==> src/rtl/encoder_drain_pkg.sv <==
// encoder_drain_pkg: shared widths and FSM states for the sequential 8-to-3 encoder
package encoder_drain_pkg;
  localparam int N = 8;
  localparam int W = 3;
  typedef enum logic {IDLE, DRAIN} state_e;
endpackage

==> src/rtl/encoder_drain_if.sv <==
// encoder_drain_if: request capture and index drain handshakes
interface encoder_drain_if import encoder_drain_pkg::*; ();
  logic         in_valid;
  logic         in_ready;
  logic [0:N-1] in_vec;
  logic         out_valid;
  logic         out_ready;
  logic [0:W-1] out_idx;
  logic         out_last;
  logic         zero_err;
  modport master (
    output in_valid, in_vec, out_ready,
    input  in_ready, out_valid, out_idx, out_last, zero_err
  );
  modport slave (
    input  in_valid, in_vec, out_ready,
    output in_ready, out_valid, out_idx, out_last, zero_err
  );
endinterface

==> src/rtl/encoder_drain_prio_enc8.sv <==
// prio_enc8: lowest set index of an 8-bit word, plus any/exactly-one flags
module prio_enc8 import encoder_drain_pkg::*; (
  input  logic [0:N-1] vec_i,
  output logic [0:W-1] idx_o,
  output logic         any_o,
  output logic         one_hot_o
);
  always_comb begin
    idx_o = '0;
    for (int k = N - 1; k >= 0; k--)
      if (vec_i[k]) idx_o = W'(k);
    any_o = |vec_i;
    // a nonzero power of two has exactly one bit set
    one_hot_o = any_o && ((vec_i & (vec_i - 1'b1)) == '0);
  end
endmodule

==> src/rtl/encoder_drain.sv <==
// encoder_drain: captures a multi-hot word and emits each set index, lowest first
module encoder_drain import encoder_drain_pkg::*; (
  input logic            clk,
  input logic            rst_n,
  encoder_drain_if.slave bus
);
  state_e       state_q;
  logic [0:N-1] pending_q, pending_d;
  logic         zero_err_q;
  logic [0:W-1] idx;
  logic         any, one_hot;
  prio_enc8 u_enc (.vec_i(pending_q), .idx_o(idx), .any_o(any), .one_hot_o(one_hot));
  always_comb begin
    pending_d = pending_q;
    pending_d[idx] = 1'b0;
  end
  always_ff @(posedge clk or negedge rst_n)
    if (!rst_n) begin
      state_q    <= IDLE;
      pending_q  <= '0;
      zero_err_q <= 1'b0;
    end else begin
      zero_err_q <= (state_q == IDLE) && bus.in_valid && !(|bus.in_vec);
      if (state_q == IDLE && bus.in_valid) begin
        pending_q <= bus.in_vec;
        state_q   <= (|bus.in_vec) ? DRAIN : IDLE;
      end else if (state_q == DRAIN && bus.out_ready) begin
        pending_q <= pending_d;
        state_q   <= one_hot ? IDLE : DRAIN;
      end
    end
  assign bus.in_ready  = (state_q == IDLE);
  assign bus.out_valid = (state_q == DRAIN) && any;
  assign bus.out_idx   = idx;
  assign bus.out_last  = bus.out_valid && one_hot;
  assign bus.zero_err  = zero_err_q;
endmodule
==> src/flat_wrapper.sv <==
// flat-port wrapper written by rule: the top's interface ports become plain ports
module encoder_drain_flat import encoder_drain_pkg::*;
  (clk, rst_n, bus_in_valid, bus_in_vec, bus_out_ready, bus_in_ready, bus_out_valid, bus_out_idx, bus_out_last, bus_zero_err);
  encoder_drain_if bus_i ();
  input logic clk;
  input logic rst_n;
  input wire logic [$bits(bus_i.in_valid)-1:0] bus_in_valid;
  input wire logic [$bits(bus_i.in_vec)-1:0] bus_in_vec;
  input wire logic [$bits(bus_i.out_ready)-1:0] bus_out_ready;
  output wire logic [$bits(bus_i.in_ready)-1:0] bus_in_ready;
  output wire logic [$bits(bus_i.out_valid)-1:0] bus_out_valid;
  output wire logic [$bits(bus_i.out_idx)-1:0] bus_out_idx;
  output wire logic [$bits(bus_i.out_last)-1:0] bus_out_last;
  output wire logic [$bits(bus_i.zero_err)-1:0] bus_zero_err;
  assign bus_i.in_valid = bus_in_valid;
  assign bus_i.in_vec = bus_in_vec;
  assign bus_i.out_ready = bus_out_ready;
  assign bus_in_ready = bus_i.in_ready;
  assign bus_out_valid = bus_i.out_valid;
  assign bus_out_idx = bus_i.out_idx;
  assign bus_out_last = bus_i.out_last;
  assign bus_zero_err = bus_i.zero_err;
  encoder_drain u_core (.clk(clk), .rst_n(rst_n), .bus(bus_i));
endmodule
==> config.mk <==
export PLATFORM = sky130hd
export DESIGN_NAME = encoder_drain_flat
export DESIGN_NICKNAME = d
export VERILOG_FILES = /design/src/rtl/encoder_drain_pkg.sv /design/src/rtl/encoder_drain_if.sv /design/src/rtl/encoder_drain_prio_enc8.sv /design/src/rtl/encoder_drain.sv /design/src/flat_wrapper.sv
export SDC_FILE = /design/constraint.sdc
export NUM_CORES = 1
export LEC_CHECK = 0
export BUFFER_PORTS_ARGS = -buffer_cell sky130_fd_sc_hd__buf_2
export CORE_AREA = 2 2 39 41
export CTS_BUF_LIST = sky130_fd_sc_hd__clkbuf_8
export CTS_CLUSTER_DIAMETER = 60
export DETAILED_ROUTE_END_ITERATION = 12
export DIE_AREA = 0 0 41 43
export PLACE_DENSITY = 0.77
export SETUP_SLACK_MARGIN = 0.5
export SLEW_MARGIN = 20
export SYNTH_ARGS = -nofsm -noshare
export SYNTH_HDL_FRONTEND = slang
export SYNTH_SLANG_ARGS = --single-unit
==> constraint.sdc <==
create_clock -name clk -period 1.5 [get_ports clk]
set_input_delay 0.075 -clock clk [delete_from_list [all_inputs] [get_ports clk]]
set_output_delay 0.075 -clock clk [all_outputs]
set_load 0.05 [all_outputs]
Word-level counts from Yosys, hierarchy flattened
Cells that the tools add are included.

operators by class
  add/subtract/negate cells = 1
  magnitude comparators = 2
  mux-type cells = 16
  bitwise operators = 5
  reductions and logical operators = 12

operator list
  kind                                                        number
  two-way mux 3 bit                                           8
  AND 8 bit                                                   2
  two-way mux 8 bit                                           2
  OR reduction 8 bit                                          2
  logical NOT 8 bit                                           1
  NOT 8 bit                                                   1
  subtractor 8 x 1 -> 8 bit, second input constant            1
  logical AND 1 bit                                           7
  two-way mux 1 bit                                           5
  greater-or-equal comparator 4 bit, second input constant    1
  less-than comparator 4 x 1 -> 1 bit, second input constant  1
  NOT 3 -> 4 bit                                              1
  demux 1 bit (select 3 bit)                                  1
  nonzero test 2 bit                                          1
  logical NOT 1 bit                                           1
  NOT 1 bit                                                   1

word-level totals
  register bits after elaboration = 10
  bits of input ports = 12
  output and inout bits = 7

Logic depth before layout (Yosys ltp)
  depth in word-level cells = 17
  mapped depth = 5
  depth with buffers taken out = 4

Cells and area by module
From an unflattened synthesis, not the netlist that was laid out.

second synthesis, totals
  cells, all modules = 76
  area, all modules = 684.4 um^2

by module, submodules not included
  module         times used  cells an instance  area an instance (um^2)
  encoder_drain  1           51                 515.5
  prio_enc8      1           25                 168.9

Worst setup path before layout
No wires, ideal clock.

  kind = register to output
  start = reg u_core.pending_q[2] (netlist bit)
  end = out bus_out_last
  arrival = 1917 ps
  required time = 1425 ps
  path slack = -492 ps
  stages on the path, launching flop included = 5
  buffers on the path = 0
  cell sequence = dfrtp_1 nor4_4 nor2b_2 nand3b_1 and3_1

on the way
  longest elaborated chain between the ends = 5
  elaborated cells between the ends (all ways) = 7

RTL lines
  item                       RTL line                       source
  start, declared            encoder_drain.sv:8             logic [0:N-1] pending_q, pending_d;
  start signal, assigned     encoder_drain.sv:25            pending_q <= bus.in_vec;
  start signal, assigned     encoder_drain.sv:28            pending_q <= pending_d;
  subtractor 8 x 1 -> 8 bit  encoder_drain_prio_enc8.sv:14  one_hot_o = any_o && ((vec_i & (vec_i - 1'b1)) == '0);
  AND 8 bit                  encoder_drain_prio_enc8.sv:14
  logical NOT 8 bit          encoder_drain_prio_enc8.sv:14
  logical AND 1 bit          encoder_drain_prio_enc8.sv:14
  logical AND 1 bit *        encoder_drain.sv:35            assign bus.out_last = bus.out_valid && one_hot;
  end, declared              flat_wrapper.sv:13             output wire logic [$bits(bus_i.out_last)-1:0] bus_out_last;

Mark *: on every way between the ends. The rest lies on a longest branch, timed or not.

Final worst setup path
  start = reg u_core.pending_q[4] (netlist bit)
  end = out bus_out_last

The elaborated chain is that of the path after synthesis.

==> flow_summary_export.csv <==
group,metric,value,unit
sta,finalSetupViolations,9,
detailed_routing,via_per_inst,5.99,
worst_hold_path,hold_depth,2,
yosys,syn_nets,86,
sta,clock.fmax,0.562,GHz
cts,numCtsBuffers,3,
worst_hold_path,hp-class,"in2reg",
sta,fin_crit,1.78,ns
cts,cts_tree,"done",
grt,grt_overflow,0,
worst_setup_path,arrival,1.70,ns
cts,clkLatencyLatePin,0.24,ns
detailed_routing,drc,0,
floorplanning,start_util,0.482,
detailed_routing,antenna_left,0,
placement,hpwl,1290,um
sta,finClkSkew,0.00642,ns
sta,tightestPinTransition,0.433,ns
worst_setup_path,reg2reg_slack,-0.14,ns
job,cap_violations,0,
detailed_routing,drtIter0Drc,26,
detailed_routing,routed_wl,2550,um
cells_and_area,seqCellArea,258,um^2
sta,slew_headroom,0.709,
cells_and_area,antenna_cells,0,
sta,period_share,1.19,
cells_and_area,nFillCells,57,
grt,antenna_found_initial,0,
yosys,ys_seq_area_frac,0.375,
cts,clkSinkCount,10,
worst_setup_path,start_kind,"register",
floorplanning,io_pins,19,
worst_setup_path,crit_fanout,3,
sta,rsz0062_at_grt,"true",
floorplanning,coreArea,1380,um^2
yosys,synth_area_per_cell,9.01,um^2
grt,grt_max_degree,11,
cells_and_area,multi_input_area,490,um^2
grt,grt_pass1_vias,798,
floorplanning,num_rows,14,
sta,finalWorstSetupSlack,-0.279,ns
detailed_routing,first_pass_iters,4,
yosys,yosysWarnings,0,
cells_and_area,nets,136,
placement,portBuffers,18,
yosys,synthesis.area,667,um^2
worst_setup_path,cp-end-kind,"primary output",
detailed_routing,wl_per_cell,18.3,um
placement,globalplace.congestion,0.800,
floorplanning,dieWidth,41,um
yosys,synth_cell_type_count,30,
cts,cts_buffer_depth,2,
outcome,violations,"setup timing",
sta,hold_viol,0,
cells_and_area,finalInstanceArea,1260,um^2
detailed_routing,via_count,833,
cells_and_area,drive_gt1_frac,0.691,
placement,placed_area,875,um^2
yosys,syn-instance-count,74,
cts,clk_root_buffer_cell,"clkbuf_8",
grt,grt_pass1_wl,3440,um
cts,h-tree-depth,1,
grt,track_usage,0.292,
yosys,ys_ff_latch,10,
cells_and_area,area_growth,89.3,%
worst_setup_path,max_stage_delay,0.43,ns
worst_setup_path,worstPathCellList,"nor4_4 > buf_4 > nor2b_4 > nand3b_1 > and3_4 > buf_6",
sta,slew_violations,0,
cts,cts.clk_slew.worst_paths,0.05,ns
worst_setup_path,r2r_cells,7,
outcome,status,"finished with violations",
worst_setup_path,crit_slowest_cell,"dfrtp_2",
worst_setup_path,critical_path_class,"reg2out",
floorplanning,die_y,43,um
worst_setup_path,required,1.42,ns
floorplanning,dieArea,1760,um^2
[kinds of logic after synthesis]
| kind of cell | share of synthesized area |
|---|---|
| AND/OR/NAND/NOR | 0.270 |
| AO/OA/AOI/OAI | 0.255 |
| flip-flops | 0.375 |
| buffers and inverters | 0.0713 |
| XOR/XNOR | 0.0131 |
| multiplexers | 0.0150 |
[state kept, by name, indices dropped and copies added, names as in the netlist]
register,flops
u_core.pending_q,8
u_core.bus.zero_err,1
u_core.state_q,1
[cells in the mapped netlist]
cell type	instances	area, um^2
nand3_1	3	15.0
nor2b_2	1	8.76
buf_2	1	5.00
or3_1	1	6.26
and3_1	2	12.5
nor3_1	1	5.00
nand3b_1	1	7.51
a221o_1	1	10.0
nor2_1	6	22.5
o2111ai_1	1	8.76
a211oi_1	2	15.0
and4bb_2	1	12.5
inv_1	4	15.0
mux2i_1	1	10.0
clkbuf_2	1	5.00
nand2b_1	1	6.26
buf_6	2	22.5
xor2_1	1	8.76
a21o_1	1	7.51
a21oi_1	3	15.0
a22o_1	2	17.5
nor4_4	2	42.5
a41oi_1	1	8.76
o31ai_1	1	7.51
a221oi_2	1	15.0
nand2_1	6	22.5
nor4_1	2	12.5
dfrtp_1	10	250
nor2b_1	1	6.26
o21ai_0	13	65.1
[repair_timing]
action,CTS,global route
endpoints found under the hold margin,10,0
buffers inserted,11,5
hold buffers,1,0
cloned,1,0
pin swaps,8,11
resized for setup,38,23
endpoints found under the setup margin,16,16
[worst max-delay path, delay by kind of cell, from the launching register on]
family | cells | cell delay (ns)
flops | 1 | 0.43
simple gates | 4 | 0.71
buf+inv | 2 | 0.32
[cells in the final DEF (no fill, tap or decap), drive strengths merged, types with 2 or more instances in the layout]
cell type  count
clkbuf         4
and3           2
a22o           2
nand3          3
o21ai         13
nor4           4
nor2           6
a21oi          3
nand2          6
inv            5
dfrtp         10
nor2b          2
buf           47
a211oi         2
[stage by stage]
step | hold WS (ns) | TNS (ns) | cells | utilization | worst slack, ns
floorplan | -0.221 | -0.260 | 74 | - | -0.134
global placement | -0.0619 | -0.0268 | 117 | 0.632 | -0.0268
detailed placement | -0.0576 | -0.0722 | 117 | 0.632 | -0.0722
CTS | 0.0624 | -0.429 | 134 | 0.831 | -0.256
global route | 0.0681 | -1.35 | 139 | 0.912 | -0.324
finish | 0.0616 | -0.857 | 139 | 0.912 | -0.279
[layout make-up]
type | count | share of cell area
Clock inverter | 1 | 0.00297
Clock buffer | 3 | 0.0327
Sequential cell | 10 | 0.204
Timing Repair Buffer | 49 | 0.344
Tap cell | 16 | 0.0159
Inverter | 4 | 0.0119
Multi-Input combinational cell | 56 | 0.389
[per-layer routing]
layer	wire (um)	track usage	vias up
li1	-	-	377
met1	1000	0.336	393
met2	1320	0.463	51
met3	135	0.0785	12
met4	85	0.160	0
met5	0	0	-
[final timing paths]
path / from / endpoint
hold reg to reg: u_core.pending_q[1] / u_core.pending_q[1]
setup reg to reg: u_core.pending_q[4] / u_core.state_q
setup / recovery: u_core.pending_q[4] / bus_out_last
hold / removal: bus_in_vec[4] / u_core.pending_q[3]
min in group asynchronous: rst_n / u_core.bus.zero_err
max in group asynchronous: rst_n / u_core.pending_q[3]
Power is not shown: default switching activity piles up to over one toggle a cycle in this logic, so the estimate is an artifact.
